<file path="src/rtl/wb_arb2_pkg.sv">
// Shared types and constants for the two-master Wishbone arbiter and its watchdog.
package wb_arb2_pkg;

  // One-hot state encoding doubles as the grant vector.
  typedef enum logic [1:0] {
    ST_IDLE = 2'b00,
    ST_GNT0 = 2'b01,
    ST_GNT1 = 2'b10
  } arb_state_e;

  localparam int WB_ARB_WD_W = 8;
  localparam int NUM_MASTERS = 2;

  typedef struct packed {
    logic        cyc;
    logic        stb;
    logic        we;
    logic [31:0] adr;
    logic [3:0]  sel;
    logic [31:0] dat;
  } wb_req_t;

  function automatic arb_state_e gnt_state(input logic idx);
    return idx ? ST_GNT1 : ST_GNT0;
  endfunction

endpackage

</file>
<file path="src/rtl/wb_arb_wdog.sv">
// Bus watchdog: counts consecutive unterminated strobe cycles and flags a timeout.
module wb_arb_wdog
  import wb_arb2_pkg::*;
#(
  parameter int timeout_cycles = 255
) (
  input  logic clk,
  input  logic reset_n,
  input  logic active_i,
  input  logic clear_i,
  output logic fire_o
);

  localparam logic [WB_ARB_WD_W-1:0] LIMIT = WB_ARB_WD_W'(timeout_cycles);

  logic [WB_ARB_WD_W-1:0] count_q;
  logic [WB_ARB_WD_W-1:0] count_d;

  assign fire_o = (count_q == LIMIT);

  // A firing count restarts so a held strobe sees err periodically.
  always_comb begin
    count_d = count_q + 1'b1;
    if (!active_i || clear_i || fire_o) begin
      count_d = '0;
    end
  end

  always_ff @(posedge clk or negedge reset_n) begin
    if (!reset_n) begin
      count_q <= '0;
    end else begin
      count_q <= count_d;
    end
  end

endmodule

</file>
<file path="src/rtl/wb_arb2.sv">
// Round-robin two-master Wishbone arbiter; grant held for a whole cyc burst, watchdog-terminated.
module wb_arb2
  import wb_arb2_pkg::*;
#(
  parameter int timeout_cycles = 255
) (
  input  logic        clk,
  input  logic        reset_n,
  input  logic        m0_cyc_i,
  input  logic        m0_stb_i,
  input  logic        m0_we_i,
  input  logic [31:0] m0_adr_i,
  input  logic [3:0]  m0_sel_i,
  input  logic [31:0] m0_dat_i,
  output logic [31:0] m0_dat_o,
  output logic        m0_ack_o,
  output logic        m0_err_o,
  input  logic        m1_cyc_i,
  input  logic        m1_stb_i,
  input  logic        m1_we_i,
  input  logic [31:0] m1_adr_i,
  input  logic [3:0]  m1_sel_i,
  input  logic [31:0] m1_dat_i,
  output logic [31:0] m1_dat_o,
  output logic        m1_ack_o,
  output logic        m1_err_o,
  output logic        s_cyc_o,
  output logic        s_stb_o,
  output logic        s_we_o,
  output logic [31:0] s_adr_o,
  output logic [3:0]  s_sel_o,
  output logic [31:0] s_dat_o,
  input  logic [31:0] s_dat_i,
  input  logic        s_ack_i,
  input  logic        s_err_i,
  output logic [1:0]  grant_o
);

  arb_state_e state_q;
  logic       last_q;

  wb_req_t    req [NUM_MASTERS];
  wb_req_t    gnt_req;
  logic       owned;
  logic       gnt_active;
  logic       wd_fire;
  logic       stb_kill;
  logic [NUM_MASTERS-1:0] ack_vec;
  logic [NUM_MASTERS-1:0] err_vec;

  assign req[0] = {m0_cyc_i, m0_stb_i, m0_we_i, m0_adr_i, m0_sel_i, m0_dat_i};
  assign req[1] = {m1_cyc_i, m1_stb_i, m1_we_i, m1_adr_i, m1_sel_i, m1_dat_i};

  // Arbitration FSM; the grant is never preempted while the owner holds cyc.
  always_ff @(posedge clk or negedge reset_n) begin
    if (!reset_n) begin
      state_q <= ST_IDLE;
      last_q  <= 1'b1;
    end else begin
      case (state_q)
        ST_IDLE: begin
          if (m0_cyc_i && m1_cyc_i) begin
            state_q <= gnt_state(~last_q);
            last_q  <= ~last_q;
          end else if (m0_cyc_i) begin
            state_q <= ST_GNT0;
            last_q  <= 1'b0;
          end else if (m1_cyc_i) begin
            state_q <= ST_GNT1;
            last_q  <= 1'b1;
          end
        end
        ST_GNT0: begin
          if (!m0_cyc_i) begin
            if (m1_cyc_i) begin
              state_q <= ST_GNT1;
              last_q  <= 1'b1;
            end else begin
              state_q <= ST_IDLE;
            end
          end
        end
        ST_GNT1: begin
          if (!m1_cyc_i) begin
            if (m0_cyc_i) begin
              state_q <= ST_GNT0;
              last_q  <= 1'b0;
            end else begin
              state_q <= ST_IDLE;
            end
          end
        end
        default: state_q <= ST_IDLE;
      endcase
    end
  end

  assign grant_o = state_q;
  assign owned   = (state_q != ST_IDLE);
  assign gnt_req = (state_q == ST_GNT1) ? req[1] : req[0];

  assign gnt_active = owned & gnt_req.cyc & gnt_req.stb;

  // Every grant change passes through a cycle where the owner's cyc is low,
  // so dropping active_i also covers clearing on handover and aborted cycles.
  wb_arb_wdog #(
    .timeout_cycles(timeout_cycles)
  ) u_wdog (
    .clk     (clk),
    .reset_n (reset_n),
    .active_i(gnt_active),
    .clear_i (s_ack_i | s_err_i),
    .fire_o  (wd_fire)
  );

  // A real ack in the same cycle beats the timeout.
  assign stb_kill = wd_fire & ~s_ack_i;

  assign s_cyc_o = owned & gnt_req.cyc;
  assign s_stb_o = gnt_active & ~stb_kill;
  assign s_we_o  = gnt_req.we;
  assign s_adr_o = gnt_req.adr;
  assign s_sel_o = gnt_req.sel;
  assign s_dat_o = gnt_req.dat;

  for (genvar gi = 0; gi < NUM_MASTERS; gi++) begin : g_term
    assign ack_vec[gi] = s_ack_i & state_q[gi];
    assign err_vec[gi] = (s_err_i | stb_kill) & state_q[gi];
  end

  assign m0_dat_o = s_dat_i;
  assign m1_dat_o = s_dat_i;
  assign m0_ack_o = ack_vec[0];
  assign m1_ack_o = ack_vec[1];
  assign m0_err_o = err_vec[0];
  assign m1_err_o = err_vec[1];

endmodule

</file>
<file path="config.mk">
export PLATFORM = sky130hd
export DESIGN_NAME = wb_arb2
export DESIGN_NICKNAME = d
export VERILOG_FILES = /design/src/rtl/wb_arb2_pkg.sv /design/src/rtl/wb_arb_wdog.sv /design/src/rtl/wb_arb2.sv
export SDC_FILE = /design/constraint.sdc
export NUM_CORES = 1
export LEC_CHECK = 0
export CORE_AREA = 5 5 120 122
export CTS_CLUSTER_DIAMETER = 50
export DETAILED_ROUTE_END_ITERATION = 10
export DIE_AREA = 0 0 125 127
export SLEW_MARGIN = 15
export SYNTH_ARGS = -nofsm -noshare
export SYNTH_HDL_FRONTEND = slang
export SYNTH_HIERARCHICAL = 1
export SYNTH_SLANG_ARGS = --single-unit
</file>
<file path="constraint.sdc">
create_clock -name clk -period 2 [get_ports clk]
set_clock_uncertainty 0.1 [all_clocks]
set_input_delay 0.5 -clock clk [delete_from_list [all_inputs] [get_ports clk]]
set_output_delay 0.5 -clock clk [all_outputs]
set_load 0.05 [all_outputs]
</file>
==> results.txt <==
Outcome = complete, but fails checks
Failing checks = setup timing
H-tree levels = 1
Die Ht = 127 um
Post-synth top area cell = mux2_2
Final worst setup slack = -357 ps
GP Congestion = 0.827
Total power = 6.14 mW
Yosys cell types = 33
Setup violators final = 73
Synth-to-Final Area Change = 169%
Post-synth EDFFs = 0
Critical path arrival = 1760 ps
Largest net degree at the start of global routing = 25
Vias after detailed routing = 2400
Rel. slew slack = 65.0%
Static Leak = 2.34 nW
Slowest-stage cell, CP = dfrtp_2
Mean Syn Cell Area = 9.18 um^2
CTS Buffer Depth = 2
Endpoints failing hold = 0
Final min period = 2360 ps
CTS buffer count = 3
Sink Count = 11
Top cells by area, synth = mux2_2 38%, buf_4 24%, dfrtp_1 12%
Dpl cell area = 4770 um^2
Average vias per placed instance = 4.01
Nets = 607
Crit start category = flip-flop
Cell area after synthesis = 2030 um^2
Hold WC Path Type = reg -> reg
Net Count, Synth = 405
Synth Flop Type = dfrtp_1
I/O pin total = 319
RSZ-0062 raised after global routing = true
Share of the yosys chip area belonging to registers = 13.6%
Layout cell share with drive strength beyond 1 = 52.4%
First-pass GRT wire length = 15400 um
Grt total ovfl = 0
Clk slew on worst S/H paths = 40 ps
Buffers on Ports = 222
Initial Util = 15.5%
1st-pass router iterations = 4
Tightest Pin Transition = 524 ps
Final ANT Viol Nets = 0
Core Util, Final = 41.7%
Synth async-reset ratio = 100%
Fmax = 424 MHz
Period utilization = 118%
#FFs+latches synth = 11
Core ar. = 13100 um^2
# DRC = 0
FP Rows = 42
Worst path required time = 1400 ps
Slew Viols, Final = 0
Power Density = 1130 nW/um^2
Die ar. = 15900 um^2
Synth Warn # = 6
Mapped Cells = 221
Total negative slack = -22550 ps
CP cell instances = inv_4 -> ha_4 -> buf_4 -> buf_6 -> buf_16 -> mux2_4 -> buf_12
Yosys top cell area share = 38.3%
GRT Total Usage = 11.9%
Worst path max stage delay = 420 ps
CTS tree = yes
Endpoint type of the worst setup path = output pin
DRT iter0 DRCs = 64
CP Max Fanout = 6
Vias in the first global route = 2574
Clock Latency Late Sink = 240 ps
CTS root buf = clkbuf_16
Max-capacitance violation count = 0
Critical path class = reg -> out
Diode count = 0
Width of the die = 125 um
Total routed wirelength = 11000 um
Initial antenna violation count = 0
Routed length per instance = 18.4 um
Final HPWL DP = 8680 um
Number of fill cells = 1195
Maximum vdd drop = 937 uV
Design Area, Final = 5460 um^2
[synthesized netlist by cell type, types with 2 or more instances]
library cell and instances:
inv_1 8, buf_4 64, xor2_1 2, nand3_1 5, ha_1 6, nand2_1 4, buf_6 3, buf_2 5
nor3_1 2, nand2b_1 3, or3_1 2, mux2_2 69, a32o_1 2, o21ai_0 3, dfrtp_1 10, a21oi_1 6
nor2_1 11
[registers in the layout, summed over array words and instances (netlist names)]
signal and count:
u_wdog/count_q 8, grant_o 2, last_q 1
[where the power goes]
group	total [mW]	switching (mW)	leakage, nW	internal [mW]
clock	0.367	0.0992	0.0382	0.268
sequential	0.297	0.0339	0.145	0.263
combinational	5.48	2.63	2.16	2.84
total	6.14	2.77	2.34	3.37
[worst max-delay path, delay by kind of cell (launching register included)]
kind / cells / cell delay [ps]
buf+inv: 5 / 590
flops: 1 / 420
mux: 1 / 310
fa+ha+maj: 1 / 200
[cells in the final DEF (no fill, tap or decap), types with 2 or more instances in the layout]
cell type / Yosys / routed
or3_1: 2 / 2
buf_6: 3 / 26
a21oi_1: 6 / 4
nand3_1: 5 / 5
dfrtp_2: 0 / 2
nor2_4: 0 / 4
buf_12: 0 / 51
nand2_1: 4 / 3
buf_4: 64 / 29
nor2_1: 11 / 7
xor2_1: 2 / 2
a32o_1: 2 / 2
inv_2: 0 / 2
mux2_4: 0 / 59
nor3_1: 2 / 2
dlygate4sd2_1: 0 / 3
mux2_2: 69 / 10
ha_4: 0 / 3
nand2b_1: 3 / 2
a21oi_4: 0 / 2
dfrtp_1: 10 / 8
buf_8: 0 / 13
inv_1: 8 / 5
o21ai_0: 3 / 3
ha_1: 6 / 3
clkdlybuf4s50_1: 0 / 142
clkbuf_16: 0 / 7
[final timing paths]
kind | slack, ps | to | start | cells past startpoint
max | -360 | s_dat_o[5] | grant_o[0]$_DFFE_PN0P_ | 7
min | 400 | last_q$_DFFE_PN1P_ | last_q$_DFFE_PN1P_ | 2
max reg2reg | 180 | u_wdog/count_q[3]$_DFF_PN0_ | grant_o[0]$_DFFE_PN0P_ | 8
min reg2reg | 400 | last_q$_DFFE_PN1P_ | last_q$_DFFE_PN1P_ | 2
max in group asynchronous | 910 | grant_o[0]$_DFFE_PN0P_ | reset_n | 1
min in group asynchronous | 510 | u_wdog/count_q[7]$_DFF_PN0_ | reset_n | 1
[through the flow]
step	cells	hold slack (ps)	setup WS [ps]
2_1_floorplan	221	104	-213
3_3_place_gp	572	386	-399
3_5_place_dp	572	389	-407
4_1_cts	585	395	-389
5_1_grt	598	427	-412
6_report	598	398	-357
[per-layer routing]
layer	global-route usage (%)	part of all wire (%)	up-vias
li1	-	-	1109
met2	20.8	50	167
met4	1.15	0.41	0
met5	0	0	-
met1	14.3	40	1117
met3	5.13	9.8	7
[layout make-up]
| type | instances | area [um^2] | area share, % |
|---|---|---|---|
| Clock buffer | 4 | 78.8 | 1.44 |
| Inverter | 8 | 32.5 | 0.596 |
| Multi-Input combinational cell | 130 | 1550 | 28.3 |
| Sequential cell | 11 | 279 | 5.11 |
| Tap cell | 176 | 220 | 4.03 |
| Timing Repair Buffer | 269 | 3300 | 60.5 |
[kinds of logic after synthesis]
family | synth area share [%]
AOI/OAI and AO/OA | 6.78
xor gates and xnor gates | 1.29
muxes | 38.8
buffers and inverters | 28.1
and+or+nand+nor | 7.77
adders and majority gates | 3.70
DFF | 13.6
[repair_timing]
action / 4_1_cts / 5_1_grt
gates cloned: 1 / 6
setup endpoints to repair: 75 / 76
hold buffers: 0 / 0
buffers inserted: 8 / 8
resized for setup: 50 / 47
pin swaps: 7 / 3
(Power assumes the default switching activity.)
